File: src/rtl/pwm_capture_pkg.sv
// Shared definitions for the PWM capture block: state encoding, count width,
// default timing constants and the saturating counter step.
package pwm_capture_pkg;

    localparam int CNT_W          = 8;
    localparam int TIMEOUT_DEF    = 255;
    localparam int MIN_PERIOD_DEF = 4;

    typedef enum logic [1:0] {
        ST_IDLE  = 2'd0,
        ST_MEAS  = 2'd1,
        ST_STUCK = 2'd2
    } state_t;

    // Increment that sticks at all-ones instead of wrapping.
    function automatic logic [CNT_W-1:0] sat_inc(input logic [CNT_W-1:0] v);
        if (v == {CNT_W{1'b1}}) begin
            return v;
        end else begin
            return v + {{(CNT_W-1){1'b0}}, 1'b1};
        end
    endfunction

endpackage

File: src/rtl/pwm_sync.sv
// Two-flop synchronizer for an asynchronous level plus one delay flop used
// to detect rising edges of the synchronized level.
module pwm_sync (
    input  logic clk,
    input  logic rst,
    input  logic din,
    output logic level,
    output logic rise
);

    logic s1;
    logic s2;
    logic s3;

    // Synchronizer chain followed by the edge-detect delay stage.
    always_ff @(posedge clk or posedge rst) begin
        if (rst) begin
            s1 <= 1'b0;
            s2 <= 1'b0;
            s3 <= 1'b0;
        end else begin
            s1 <= din;
            s2 <= s1;
            s3 <= s2;
        end
    end

    assign level = s2;
    assign rise  = s2 & ~s3;

endmodule

File: src/rtl/pwm_capture.sv
// Measures period and high time of an asynchronous PWM stream, flags
// glitch periods and declares the input stuck after a long edge-free gap.
// The FSM captures into internal registers; a final output stage presents
// all results together one cycle later.
module pwm_capture
    import pwm_capture_pkg::*;
#(
    parameter int TIMEOUT    = TIMEOUT_DEF,
    parameter int MIN_PERIOD = MIN_PERIOD_DEF
) (
    input  logic             clk,
    input  logic             rst,
    input  logic             en,
    input  logic             pwm_in,
    output logic [CNT_W-1:0] duty,
    output logic [CNT_W-1:0] period,
    output logic             valid,
    output logic             stuck,
    output logic             err
);

    localparam logic [CNT_W-1:0] TIMEOUT_C = CNT_W'(TIMEOUT);
    localparam logic [CNT_W-1:0] MIN_C     = CNT_W'(MIN_PERIOD);

    logic             level;
    logic             rise;
    logic [CNT_W-1:0] cnt_p;
    logic [CNT_W-1:0] cnt_h;
    state_t           state;
    logic [CNT_W-1:0] cap_period;
    logic [CNT_W-1:0] cap_duty;
    logic             cap_stuck;
    logic             cap_upd;
    logic             cap_err;

    pwm_sync u_sync (
        .clk   (clk),
        .rst   (rst),
        .din   (pwm_in),
        .level (level),
        .rise  (rise)
    );

    // Period and high-time counters; both restart on every rising edge.
    always_ff @(posedge clk or posedge rst) begin
        if (rst) begin
            cnt_p <= {CNT_W{1'b0}};
            cnt_h <= {CNT_W{1'b0}};
        end else if (rise) begin
            cnt_p <= {{(CNT_W-1){1'b0}}, 1'b1};
            cnt_h <= {{(CNT_W-1){1'b0}}, 1'b1};
        end else begin
            cnt_p <= sat_inc(cnt_p);
            if (level) begin
                cnt_h <= sat_inc(cnt_h);
            end else begin
                cnt_h <= cnt_h;
            end
        end
    end

    // Measurement FSM: rise takes priority over timeout; disable discards
    // the running measurement but keeps the captured results.
    always_ff @(posedge clk or posedge rst) begin
        if (rst) begin
            state      <= ST_IDLE;
            cap_period <= {CNT_W{1'b0}};
            cap_duty   <= {CNT_W{1'b0}};
            cap_stuck  <= 1'b0;
            cap_upd    <= 1'b0;
            cap_err    <= 1'b0;
        end else begin
            cap_upd <= 1'b0;
            cap_err <= 1'b0;
            if (!en) begin
                state <= ST_IDLE;
            end else begin
                case (state)
                    ST_IDLE: begin
                        if (rise) begin
                            state     <= ST_MEAS;
                            cap_stuck <= 1'b0;
                        end else if (cnt_p >= TIMEOUT_C) begin
                            state      <= ST_STUCK;
                            cap_stuck  <= 1'b1;
                            cap_period <= {CNT_W{1'b0}};
                            cap_duty   <= level ? {CNT_W{1'b1}} : {CNT_W{1'b0}};
                            cap_upd    <= 1'b1;
                        end else begin
                            state <= ST_IDLE;
                        end
                    end
                    ST_MEAS: begin
                        if (rise) begin
                            if (cnt_p >= MIN_C) begin
                                cap_period <= cnt_p;
                                cap_duty   <= cnt_h;
                                cap_upd    <= 1'b1;
                            end else begin
                                cap_err <= 1'b1;
                            end
                        end else if (cnt_p >= TIMEOUT_C) begin
                            state      <= ST_STUCK;
                            cap_stuck  <= 1'b1;
                            cap_period <= {CNT_W{1'b0}};
                            cap_duty   <= level ? {CNT_W{1'b1}} : {CNT_W{1'b0}};
                            cap_upd    <= 1'b1;
                        end else begin
                            state <= ST_MEAS;
                        end
                    end
                    ST_STUCK: begin
                        if (rise) begin
                            state     <= ST_MEAS;
                            cap_stuck <= 1'b0;
                        end else begin
                            state <= ST_STUCK;
                        end
                    end
                    default: begin
                        state <= ST_IDLE;
                    end
                endcase
            end
        end
    end

    // Output stage: results and their strobes leave the block together.
    always_ff @(posedge clk or posedge rst) begin
        if (rst) begin
            duty   <= {CNT_W{1'b0}};
            period <= {CNT_W{1'b0}};
            valid  <= 1'b0;
            stuck  <= 1'b0;
            err    <= 1'b0;
        end else begin
            duty   <= cap_duty;
            period <= cap_period;
            valid  <= cap_upd;
            stuck  <= cap_stuck;
            err    <= cap_err;
        end
    end

endmodule

File: config.mk
export PLATFORM = sky130hd
export DESIGN_NAME = pwm_capture
export DESIGN_NICKNAME = d
export VERILOG_FILES = /design/src/rtl/pwm_capture_pkg.sv /design/src/rtl/pwm_sync.sv /design/src/rtl/pwm_capture.sv
export SDC_FILE = /design/constraint.sdc
export NUM_CORES = 1
export LEC_CHECK = 0
export CORE_ASPECT_RATIO = 0.8
export CORE_UTILIZATION = 45
export CTS_CLUSTER_SIZE = 20
export DETAILED_ROUTE_END_ITERATION = 7
export PLACE_DENSITY_LB_ADDON = 0.1
export SYNTH_ARGS = -nofsm -noshare
export SYNTH_HDL_FRONTEND = slang
export SYNTH_SLANG_ARGS = --single-unit
export TNS_END_PERCENT = 20
File: constraint.sdc
create_clock -name clk -period 2.8 [get_ports clk]
set_input_delay 0.28 -clock clk [delete_from_list [all_inputs] [get_ports clk]]
set_output_delay 0.28 -clock clk [all_outputs]
set_load 0.01 [all_outputs]
==> impl_metrics.yaml, run 1 <==
placed_design:
  hpwlAfterDp_mm: 3.18
  pre_cts_slack_ps: 613
  portBuffers: 22
  place_area_um2: 2670
  gp_congestion: 0.892
layout:
  antenna_cells: 0
  final_cell_area_um2: 2860
  area_growth_pct: 18.0
  nets: 238
  layout_commonest_cell: "dfrtp_1"
  layout_common_cells: "dfrtp_1, clkdlybuf4s50_1, a21oi_1"
  drive_gt1_share_pct: 15.2
synth:
  synth_compound_area_share_pct: 16.7
  syn-instance-count: 200
  syn_area_per_cell_um2: 12.1
  synth_top_family_by_area: "compound AO/OA/AOI/OAI gates"
  synth-edff-count: 0
  synth_cell_types: 39
  synth_seq_cells: 59
  mappedNetlistArea_um2: 2420
  yosysWarnings: 0
  synthArstFlopShare_pct: 100
  syn_nets: 211
  synth.area.mux_share_pct: 0.413
  ys.flop_type: "dfrtp_1"
  synthXorXnorAreaFrac_pct: 1.08
  synth_fa_ha_area_share_pct: 3.61
  synthSimpleGateAreaFrac_pct: 12.4
  seq_area_frac_synth_pct: 60.9
clocking:
  cts.sinks: 59
  clk_latency_ps: 340
  post_cts_buffers: 0
  clock_path_buffers: 2
  cts-resized-gates: 0
  numCtsBuffers: 9
  cts.htree.levels: 3
  hold_buffers: 0
  cts_root_buf: "clkbuf_8"
  cts_tree: "yes"
  clk_pin_slew_worst_paths_ps: 60
timing:
  tightest_slew_ps: 869
  clock_skew_ps: 5.43
  max_freq_ghz: 0.448
  setup_tns_ps: 0
  holdWs_ps: 352
  setup_ws_ps: 568
  maxSlewHeadroom_pct: 42.0
  finalSetupViolations: 0
  rsz0062_at_grt: "no"
  fin_crit_ps: 2230
  fin_crit_sh_pct: 79.7
  drv_slew: 0
  hold_viol_final: 0
pwr:
  p_leak_nw: 1.29
  finalPower_mw: 1.92
  power_frac_clock_pct: 38.9
  p_int_mw: 1.43
  p_switching_uw: 498
  pwr-share-seq_pct: 51.4
  p_per_area_nw_per_um2: 673
  pwr-share-comb_pct: 9.8
  netSwitchingFraction_pct: 25.9
  ir_worst_vdd_mv: 0.331
routing:
  first_iter_violations: 118
  totalWireLength_mm: 4.59
  firstDrtPassIters: 8
  detail_route.vias_per_cell: 5.61
  avgRoutedWirePerCell_um: 15.7
  vias: 1643
  drc: 7
  ant_nets: 0
critical_path:
  slowest_delay_ps: 420
  endpoint_kind: "register"
  worstPathArrival_ps: 2450
  rr_startpoint: "state[1]"
  crit_family: "compound AO/OA/AOI/OAI gates"
  cp_num_cells: 7
  cp-start-kind: "register"
  r2r_slack_ps: 570
  r2r_cells: 7
  r2r-end: "cap_duty[6]"
  path_max_fanout: 16
  crit_buf_inv: 2
  worstSetupPathType: "register to register"
  cp_slowest_cell: "dfrtp_1"
  cp_cell_sequence: "inv_1, ha_1, nand4b_1, a211oi_1, buf_4, a21oi_2, a221o_2"
  worstPathRequired_ps: 3020
min_path:
  min_from: "cap_upd"
  min_path_type: "register to register"
  min_path_cells: 0
  hold_end: "valid"
global_routing:
  grt_usage_pct: 18.6
  grt_pass1_wl_mm: 7.66
  grt-ovfl-total: 0
  grt_pass1_vias: 1518
  antenna_found_initial: 0
  grt_max_degree: 45
floorplanning:
  core_area_um2: 5090
  die_h_um: 67.7
  dieWidth_um: 84.1
  num_rows: 23
  initial_core_util_pct: 47.6
  die-area_um2: 5690
  io-pin-count: 23
status:
  violations: "DRC"
  run_status: "finished, violations left"
flow_run:
  drv_cap: 0
==> worst reg2reg max path, delay by kind of cell, from the launching register on <==
family,cells,cell delay (ps)
adder cells (fa/ha/maj),1,340
AND/OR/NAND/NOR,1,240
flip-flops,1,420
buffers and inverters,2,320
AO/OA/AOI/OAI,3,790
==> power by group through the flow <==
stage                     logic, mW  registers (mW)  clock network, mW
after CTS                     0.189           0.987              0.773
after global placement        0.182           0.999                  0
after global routing          0.208           0.995              0.815
final                         0.188           0.988              0.748
after floorplan               0.129           0.987                  0
after detailed placement      0.189            1.00                  0
==> final cells by class <==
| class | count | area, µm² |
|---|---|---|
| Clock buffer | 10 | 138 |
| Clock inverter | 5 | 53.8 |
| Fill cell | 409 | 2230 |
| Inverter | 10 | 37.5 |
| Multi-Input combinational cell | 121 | 828 |
| Sequential cell | 59 | 1480 |
| Tap cell | 62 | 77.6 |
| Timing Repair Buffer | 26 | 250 |
==> kinds of logic after synthesis <==
| family | Yosys count |
|---|---|
| buf+inv | 20 |
| compound gates | 56 |
| simple gates | 54 |
| xor+xnor | 3 |
| flops | 59 |
| fa+ha+maj | 7 |
| mux | 1 |
==> flip-flops by register name (all words and copies together), names as in the netlist <==
| name | count |
|---|---|
| cap_duty | 8 |
| cap_period | 8 |
| cnt_h | 8 |
| cnt_p | 8 |
| duty | 8 |
| period | 8 |
| state | 2 |
| cap_err | 1 |
| cap_stuck | 1 |
| cap_upd | 1 |
| err | 1 |
| stuck | 1 |
| u_sync.level | 1 |
| u_sync.s1 | 1 |
| u_sync.s3 | 1 |
| valid | 1 |
==> per-stage QoR <==
stage / utilization (%) / instances
floorplan: - / 200
global placement: 52.4 / 278
detailed placement: 52.4 / 278
CTS: 56.2 / 293
global route: 56.2 / 293
finish: 56.2 / 293
==> cells in the mapped netlist (2+ instances only) <==
cell | count | area share (%)
nor3b_1 | 2 | 0.62
xnor2_1 | 3 | 1.1
buf_4 | 2 | 0.62
ha_1 | 7 | 3.6
nand3_1 | 5 | 1.0
nor2_1 | 12 | 1.9
a211oi_1 | 4 | 1.2
nand4b_1 | 2 | 0.72
a21oi_1 | 13 | 2.7
nor3_1 | 6 | 1.2
a31oi_1 | 4 | 1.0
o21ai_0 | 11 | 2.3
nand4_1 | 2 | 0.52
clkbuf_1 | 3 | 0.46
dfrtp_1 | 59 | 61
buf_6 | 5 | 2.3
nand2_1 | 11 | 1.7
inv_1 | 10 | 1.5
a221o_2 | 8 | 3.7
a22o_1 | 8 | 2.9
and3_1 | 3 | 0.77
a41oi_1 | 2 | 0.72
and3_2 | 2 | 0.62
==> worst max path at each step <==
stage / end / start / slack [ps]
global route: cap_duty[6] / state[1] / 430
global placement: cap_duty[6] / state[1] / 710
finish: cap_duty[6] / state[1] / 570
CTS: cap_duty[6] / state[1] / 600
floorplan: cap_duty[0] / state[1] / 970
detailed placement: cap_duty[3] / state[1] / 610
==> layer usage <==
metal / GRT usage [%] / vias up / share of wire (%)
met3: 8.80 / 8 / 7.1
met1: 24.1 / 801 / 48
met2: 27.6 / 51 / 44
met5: 0 / - / 0
li1: - / 783 / -
met4: 6.47 / 0 / 1.4
Power figures use the tool's default switching activity.
==> inputs of run 2 (changes only) <==
Clock period 2.8 ns to 1.9 ns, I/O delays scaled along.
==> run 2 against run 1 <==
Final cell count increased by 5.1%. Clock skew fell by 0.93 ps. Worst hold slack worse by 120 ps. First-iteration DRC count up 9.3%. Largest cell class unchanged. Register-to-register slack lost 470 ps. Critical endpoint is now cap_duty[0]. Via count is 4.5% higher. The run still ends with DRC left. Sequential share of layout area decreased by 3.1 points.
==> impl_metrics.yaml, run 2 (synthesis gave the netlist of run 1 again) <==
timing:
  finalSetupViolations: 0
  hold_viol_final: 0
  rsz0062_at_grt: "no"
  maxSlewHeadroom_pct: 66.9
  fin_crit_ps: 1800
  fin_crit_sh_pct: 94.8
  clock_skew_ps: 4.51
  setup_ws_ps: 99.4
  max_freq_ghz: 0.555
  drv_slew: 0
  tightest_slew_ps: 494
placed_design:
  portBuffers: 22
  gp_congestion: 0.925
  dp.cells: 291
  hpwlAfterDp_mm: 3.29
  pre_cts_slack_ps: -111
clocking:
  clk_latency_ps: 340
  clk_pin_slew_worst_paths_ps: 60
  cts.sinks: 59
  cts.htree.levels: 3
  clock_path_buffers: 2
  cts_tree: "yes"
  hold_buffers: 0
  numCtsBuffers: 9
  cts_root_buf: "clkbuf_8"
layout:
  drive_gt1_share_pct: 22.0
  layout_commonest_cell: "dfrtp_1"
  nets: 253
  seq_area_um2: 1480
  final_cells: 308
  area_growth_pct: 25.5
  multi_input_area_um2: 882
  nFillCells: 422
  antenna_cells: 0
  layout_common_cells: "dfrtp_1, clkdlybuf4s50_1, buf_4"
floorplanning:
  dieWidth_um: 84.1
  io-pin-count: 23
  initial_core_util_pct: 47.6
  num_rows: 23
  die-area_um2: 5690
  core_area_um2: 5090
  die_h_um: 67.7
global_routing:
  grt_max_degree: 60
  antenna_found_initial: 0
  grt_pass1_wl_mm: 8.04
  grt_usage_pct: 19.2
  grt_pass1_vias: 1640
  grt-ovfl-total: 0
pwr:
  p_per_area_nw_per_um2: 965
  p_switching_uw: 757
  power_frac_clock_pct: 38.9
  pwr-share-comb_pct: 12.2
  ir_worst_vdd_mv: 0.455
  p_int_mw: 2.18
  netSwitchingFraction_pct: 25.8
  p_leak_nw: 1.37
  pwr-share-seq_pct: 48.9
  finalPower_mw: 2.94
critical_path:
  cp-start-kind: "register"
  endpoint_kind: "register"
  path_max_fanout: 8
  worstPathRequired_ps: 2120
  worstPathArrival_ps: 2020
  worstSetupPathType: "register to register"
status:
  violations: "DRC"
  run_status: "finished, violations left"
routing:
  avgRoutedWirePerCell_um: 16.1
  detail_route.vias_per_cell: 5.57
  firstDrtPassIters: 7
  drc: 8
  first_iter_violations: 129
  ant_nets: 0
  vias: 1717
  totalWireLength_mm: 4.97
min_path:
  min_path_type: "input pin to async pin"
flow_run:
  drv_cap: 0
[run 2: cell count changes in the layout (fill, tap and decap cells not counted), moves of 2 or more]
cell | before | now
a211oi_1 | 4 | 2
a211oi_4 | 0 | 2
buf_4 | 4 | 17
clkinv_2 | 3 | 1
clkinvlp_4 | 0 | 2
[run 2: worst paths after layout]
kind | end | slack, ps | startpoint | cells after the start
setup / recovery | cap_duty[0] | 100 | state[1] | 6
hold / removal | duty[7] | 230 | rst | 3
setup reg to reg | cap_duty[0] | 100 | state[1] | 6
hold reg to reg | err | 360 | cap_err | 0
max in group asynchronous | stuck | 1420 | rst | 3
min in group clk | u_sync.s1 | 290 | pwm_in | 1
[run 2: critical path, stage by stage, from the launching register on]
cell and delay [ps]:
dfrtp_1 430, inv_2 110, ha_1 190, nand4b_1 180, a211oi_4 320, a21oi_4 110, a221o_2 350
[run 2: what timing repair did]
| action | CTS | global route |
|---|---|---|
| buffers inserted | 0 | 1 |
| pin swaps | 0 | 3 |
| gates cloned | 0 | 1 |
| resized for setup | 4 | 4 |
| endpoints found under the setup margin | 16 | 8 |
[run 2: per-layer routing]
layer / GRT usage, % / part of all wire [%]
met4: 9.48 / 1.9
met2: 27.6 / 43
met5: 0 / 0
met3: 8.68 / 5.9
met1: 24.8 / 49
[run 2: power groups by stage]
stage               clock, mW  sequential [mW]  combinational (mW)
floorplan                   0             1.45               0.189
global placement            0             1.46               0.321
detailed placement          0             1.46               0.333
CTS                      1.18             1.44               0.344
global route             1.23             1.45               0.394
finish                   1.14             1.44               0.358
[run 2: cell type report]
| class | instances | area share, % |
|---|---|---|
| tap | 62 | 2.55 |
| clock inverter | 4 | 1.64 |
| timing repair buffer | 40 | 12.1 |
| inverter | 10 | 1.23 |
| multi-input combinational | 122 | 29.0 |
| sequential | 59 | 48.5 |
| clock buffer | 11 | 4.98 |
[run 2: metrics by stage]
step | hold slack (ps) | TNS [ps] | area, µm² | util [%]
2_1_floorplan | 221 | 0 | 2420 | -
3_3_place_gp | 334 | 0 | 2780 | 54.6
3_5_place_dp | 338 | -1150 | 2780 | 54.6
4_1_cts | 234 | 0 | 3000 | 58.9
5_1_grt | 250 | 0 | 3040 | 59.7
6_report | 228 | 0 | 3040 | 59.7
==> patch 1: new RTL, config.mk and constraints of run 2 <==
Re-encode `state_t` (3 states) as one-hot, 3 bits wide.
--- a/src/rtl/pwm_capture_pkg.sv
+++ b/src/rtl/pwm_capture_pkg.sv
@@ -7,8 +7,8 @@
     localparam int MIN_PERIOD_DEF = 4;
 
-    typedef enum logic [1:0] {
-        ST_IDLE  = 2'd0,
-        ST_MEAS  = 2'd1,
-        ST_STUCK = 2'd2
+    typedef enum logic [2:0] {
+        ST_IDLE  = 3'b001,
+        ST_MEAS  = 3'b010,
+        ST_STUCK = 3'b100
     } state_t;
 
Formal check against the unedited RTL: same outputs for any inputs over 10 cycles, from zero or initial values and one cycle with rst high; not proved beyond that.
==> patch 1 against run 2 <==
The flow still finishes with violations (design-rule violations). Synthesized area is 0.36% higher. Wire length is 11% lower. Fmax is 2.1% higher. Final area is 1.6% lower. Critical path depth is 1 lower. Largest cell class unchanged. Total power is 3.2% higher. First-iteration DRC count is 47% lower. Sequential cell count is 1 higher. Setup slack better by 0.038 ns. Global-route usage is 1.4 points lower.
==> patch 1: results <==
group,metric,value,unit
cts,cts_made_buffers,9,
routing,routedWlPerCell,14.5,µm
place,preCtsSetupSlack,0.0911,ns
routing,viasPerCell,5.48,
synth,synth_common_cells,"dfrtp_1, nor2_1, nand2_1",
place,place_hpwl,3.02,mm
synth,synth_compound_area_frac,0.149,
outcome,violations,"design-rule violations",
place,portBuffers,22,
synth,ys_warn_count,0,
routing,wl,4.41,mm
cells_and_area,layout-drive-gt1-share,0.149,
synth,ys_types,42,
synth,post_synth.cell_area_avg,11.9,µm²
grt,grt_first_pass_wirelength,7.42,mm
power_and_ir_drop,vdd_drop_max,0.551,mV
power_and_ir_drop,leakagePower,1.37,nW
cells_and_area,nets,245,
place,numPlacedInstances,289,
place,place_congestion,0.822,
cells_and_area,diodes,0,
worst_setup_path,critPathMaxFanout,10,
synth,synth_xor_area_frac,0.0180,
grt,grt_use_total,0.179,
grt,grt_max_degree,61,
grt,first_global_vias,1593,
synth,synth_fa_ha_area_frac,0.0154,
cells_and_area,nFillCells,411,
synth,muxShareOfSynthArea,0.0144,
synth,synth_area_leaders,"dfrtp_1, a22o_1, nor2_1",
sta,fin_skew,0.00632,ns
routing,dr.pass1.iters,8,
sta,max_slew_margin,0.632,
synth,syn_nets,211,
outcome,outcome,"finished with violations",
synth,yosysSeqAreaShare,0.617,
cts,cts_setup_buffers,0,
routing,drt_iter0_drc,69,
routing,drc_errors,8,
==> patch 1: cell types whose count changed in the layout (fill, tap and decap cells not counted), sizes merged, moves of 5 or more <==
cell          run 2  this run
buf              18         7
nor2             13        22
o21a              0         9
a21oi            15         7
a221o             8         0
o22a              0         8
nand2            11        17
inv              10         5
nor3              6        11
==> patch 1: layout make-up <==
cell class / count / share of cell area
Multi-Input combinational cell: 133 / 0.294
Sequential cell: 60 / 0.502
Clock inverter: 4 / 0.0242
Timing Repair Buffer: 29 / 0.0953
Clock buffer: 11 / 0.0506
Tap cell: 62 / 0.0259
Inverter: 5 / 0.00794
==> patch 1: timing repair <==
item | in CTS | in global routing
setup endpoints to repair | 0 | 8
hold buffers | 0 | 0
resized for setup | 0 | 1
==> patch 1: kinds of logic (layout without fill, tap and decap cells) <==
| logic type | after synthesis | in the layout |
|---|---|---|
| AND/OR/NAND/NOR | 72 | 72 |
| adder cells (fa/ha/maj) | 3 | 3 |
| AO/OA/AOI/OAI | 50 | 50 |
| XOR/XNOR | 5 | 5 |
| multiplexers | 3 | 3 |
| flip-flops | 60 | 60 |
| buffers and inverters | 11 | 49 |
==> patch 1: path summary, 6_finish.rpt <==
check | depth (start not counted) | from | endpoint | slack [ns]
min in group clk | 1 | pwm_in | u_sync.s1 | 0.29
max in group asynchronous | 3 | rst | state[0] | 1.37
worst min-delay path | 3 | rst | period[5] | 0.23
worst max-delay path | 5 | state[2] | cap_period[0] | 0.14
worst min register to register | 0 | u_sync.s1 | u_sync.level | 0.36
worst max register to register | 5 | state[2] | cap_period[0] | 0.14
==> patch 1: per-stage QoR <==
| step | utilization | instance area (µm²) |
|---|---|---|
| after detailed placement | 0.543 | 2770 |
| after global placement | 0.543 | 2770 |
| final | 0.588 | 2990 |
| after floorplan | - | 2430 |
| after CTS | 0.587 | 2990 |
| after global routing | 0.588 | 2990 |
==> patch 1: critical path, stage by stage, from the launching register on <==
cell and delay, ns:
dfrtp_1 0.47, nor2b_4 0.19, nand3b_2 0.14, buf_4 0.20, nor3b_2 0.48, a22o_1 0.21
==> patch 1: power breakdown <==
| part | internal, mW | switching, mW |
|---|---|---|
| logic | 0.134 | 0.167 |
| registers | 1.36 | 0.105 |
| clock network | 0.800 | 0.465 |
==> patch 1: routing by layer <==
| metal | track usage | vias up | share of wire |
|---|---|---|---|
| met5 | 0 | - | 0 |
| met4 | 0.0797 | 0 | 0.013 |
| met3 | 0.0807 | 6 | 0.064 |
| met2 | 0.263 | 55 | 0.44 |
| met1 | 0.229 | 809 | 0.48 |
| li1 | - | 796 | - |
==> patch 2: new RTL, config.mk and constraints of run 2 <==
Made on the original files. The package constant `CNT_W` goes from 8 to 9.
--- a/src/rtl/pwm_capture_pkg.sv
+++ b/src/rtl/pwm_capture_pkg.sv
@@ -3,5 +3,5 @@
 package pwm_capture_pkg;
 
-    localparam int CNT_W          = 8;
+    localparam int CNT_W          = 9;
     localparam int TIMEOUT_DEF    = 255;
     localparam int MIN_PERIOD_DEF = 4;
Ports: changed (resized duty and period); port bits go from 23 to 25. No check against the original RTL was run, so the function may have changed too.
==> patch 2 against run 2 <==
Total power is 24% higher. Die area is 12% higher. Sequential cell count is 6 higher. Largest cell class unchanged. Setup slack hardly changed. Synthesized cell count is 13% higher. Final area is 13% higher. Synthesized area is 12% higher. Wire length is 0.22% higher.
==> patch 2: results <==
group,metric,value,unit
power_and_ir_drop,leakagePower,1.60,nW
grt,grt_max_degree,66,
worst_setup_path,reg2reg_depth,7,
sta,layout_setup_ws,0.0998,ns
power_and_ir_drop,switchingPower,934,µW
worst_setup_path,cp_slowest_cell,"dfrtp_1",
power_and_ir_drop,comb-power,643,µW
power_and_ir_drop,clkPwrFrac,0.350,
synth,yosysSeqAreaShare,0.600,
place,place_area,0.00318,mm²
power_and_ir_drop,vdd_drop_max,0.501,mV
synth,syn_nets,240,
worst_setup_path,cp.arrival,2.07,ns
grt,met1_usage,0.274,
routing,vias,1829,
cells_and_area,nets,290,
routing,wl_met3,254,µm
grt,grt_util_met3,0.0484,
synth,syn_inst,226,
grt,first_global_vias,1707,
routing,met1_length,2.59,mm
place,place_congestion,0.817,
power_and_ir_drop,clk-power,1.27,mW
routing,drt_iter0_drc,108,
place,preCtsSetupSlack,0.0190,ns
synth,synth_area_leaders,"dfrtp_1, nor2_1, ha_1",
worst_setup_path,cp-endpoint,"cnt_h[3]",
routing,wl,4.98,mm
worst_setup_path,critPathMaxFanout,6,
sta,whs,0.247,ns
cells_and_area,diodes,0,
routing,wl_met2,2.05,mm
worst_setup_path,path_delay_family,"simple AND/OR/NAND/NOR gates",
routing,dr.pass1.iters,4,
sta,max_slew_margin,0.784,
outcome,outcome,"completed",
synth,synth_common_cells,"dfrtp_1, nor2_1, a22o_1",
routing,viasPerCell,5.09,
place,portBuffers,24,
synth,ys_types,43,
grt,grt_first_pass_wirelength,8.45,mm
cells_and_area,layout-drive-gt1-share,0.196,
worst_setup_path,crit_start,"cnt_h[0]",
sta,fin_skew,0.00742,ns
place,place_hpwl,3.29,mm
grt,grt_use_total,0.181,
place,numPlacedInstances,342,
==> patch 2: logic make-up (layout without fill, tap and decap cells) <==
| family | count (synthesis) | count (layout) | share of synthesized area |
|---|---|---|---|
| AOI/OAI and AO/OA | 45 | 45 | 0.135 |
| xor gates and xnor gates | 9 | 9 | 0.0291 |
| adders and majority gates | 10 | 10 | 0.0461 |
| buffers and inverters | 17 | 72 | 0.0364 |
| DFF | 65 | 65 | 0.600 |
| muxes | 1 | 1 | 0.00369 |
| and+or+nand+nor | 79 | 79 | 0.150 |
==> patch 2: layout make-up <==
cell class / count / area, µm²
clock buffers: 10 / 128
clock inverters: 6 / 90.1
inverters: 9 / 33.8
well taps: 78 / 97.6
fillers: 490 / 2180
flip-flops and latches: 65 / 1630
repair buffers: 47 / 438
multi-input cells: 144 / 1020
==> patch 2: repair_timing <==
action / in CTS / in global routing
endpoints found under the setup margin: 1 / 15
hold buffers: 0 / 0
setup buffers: 1 / 0
gates resized for setup: 0 / 9
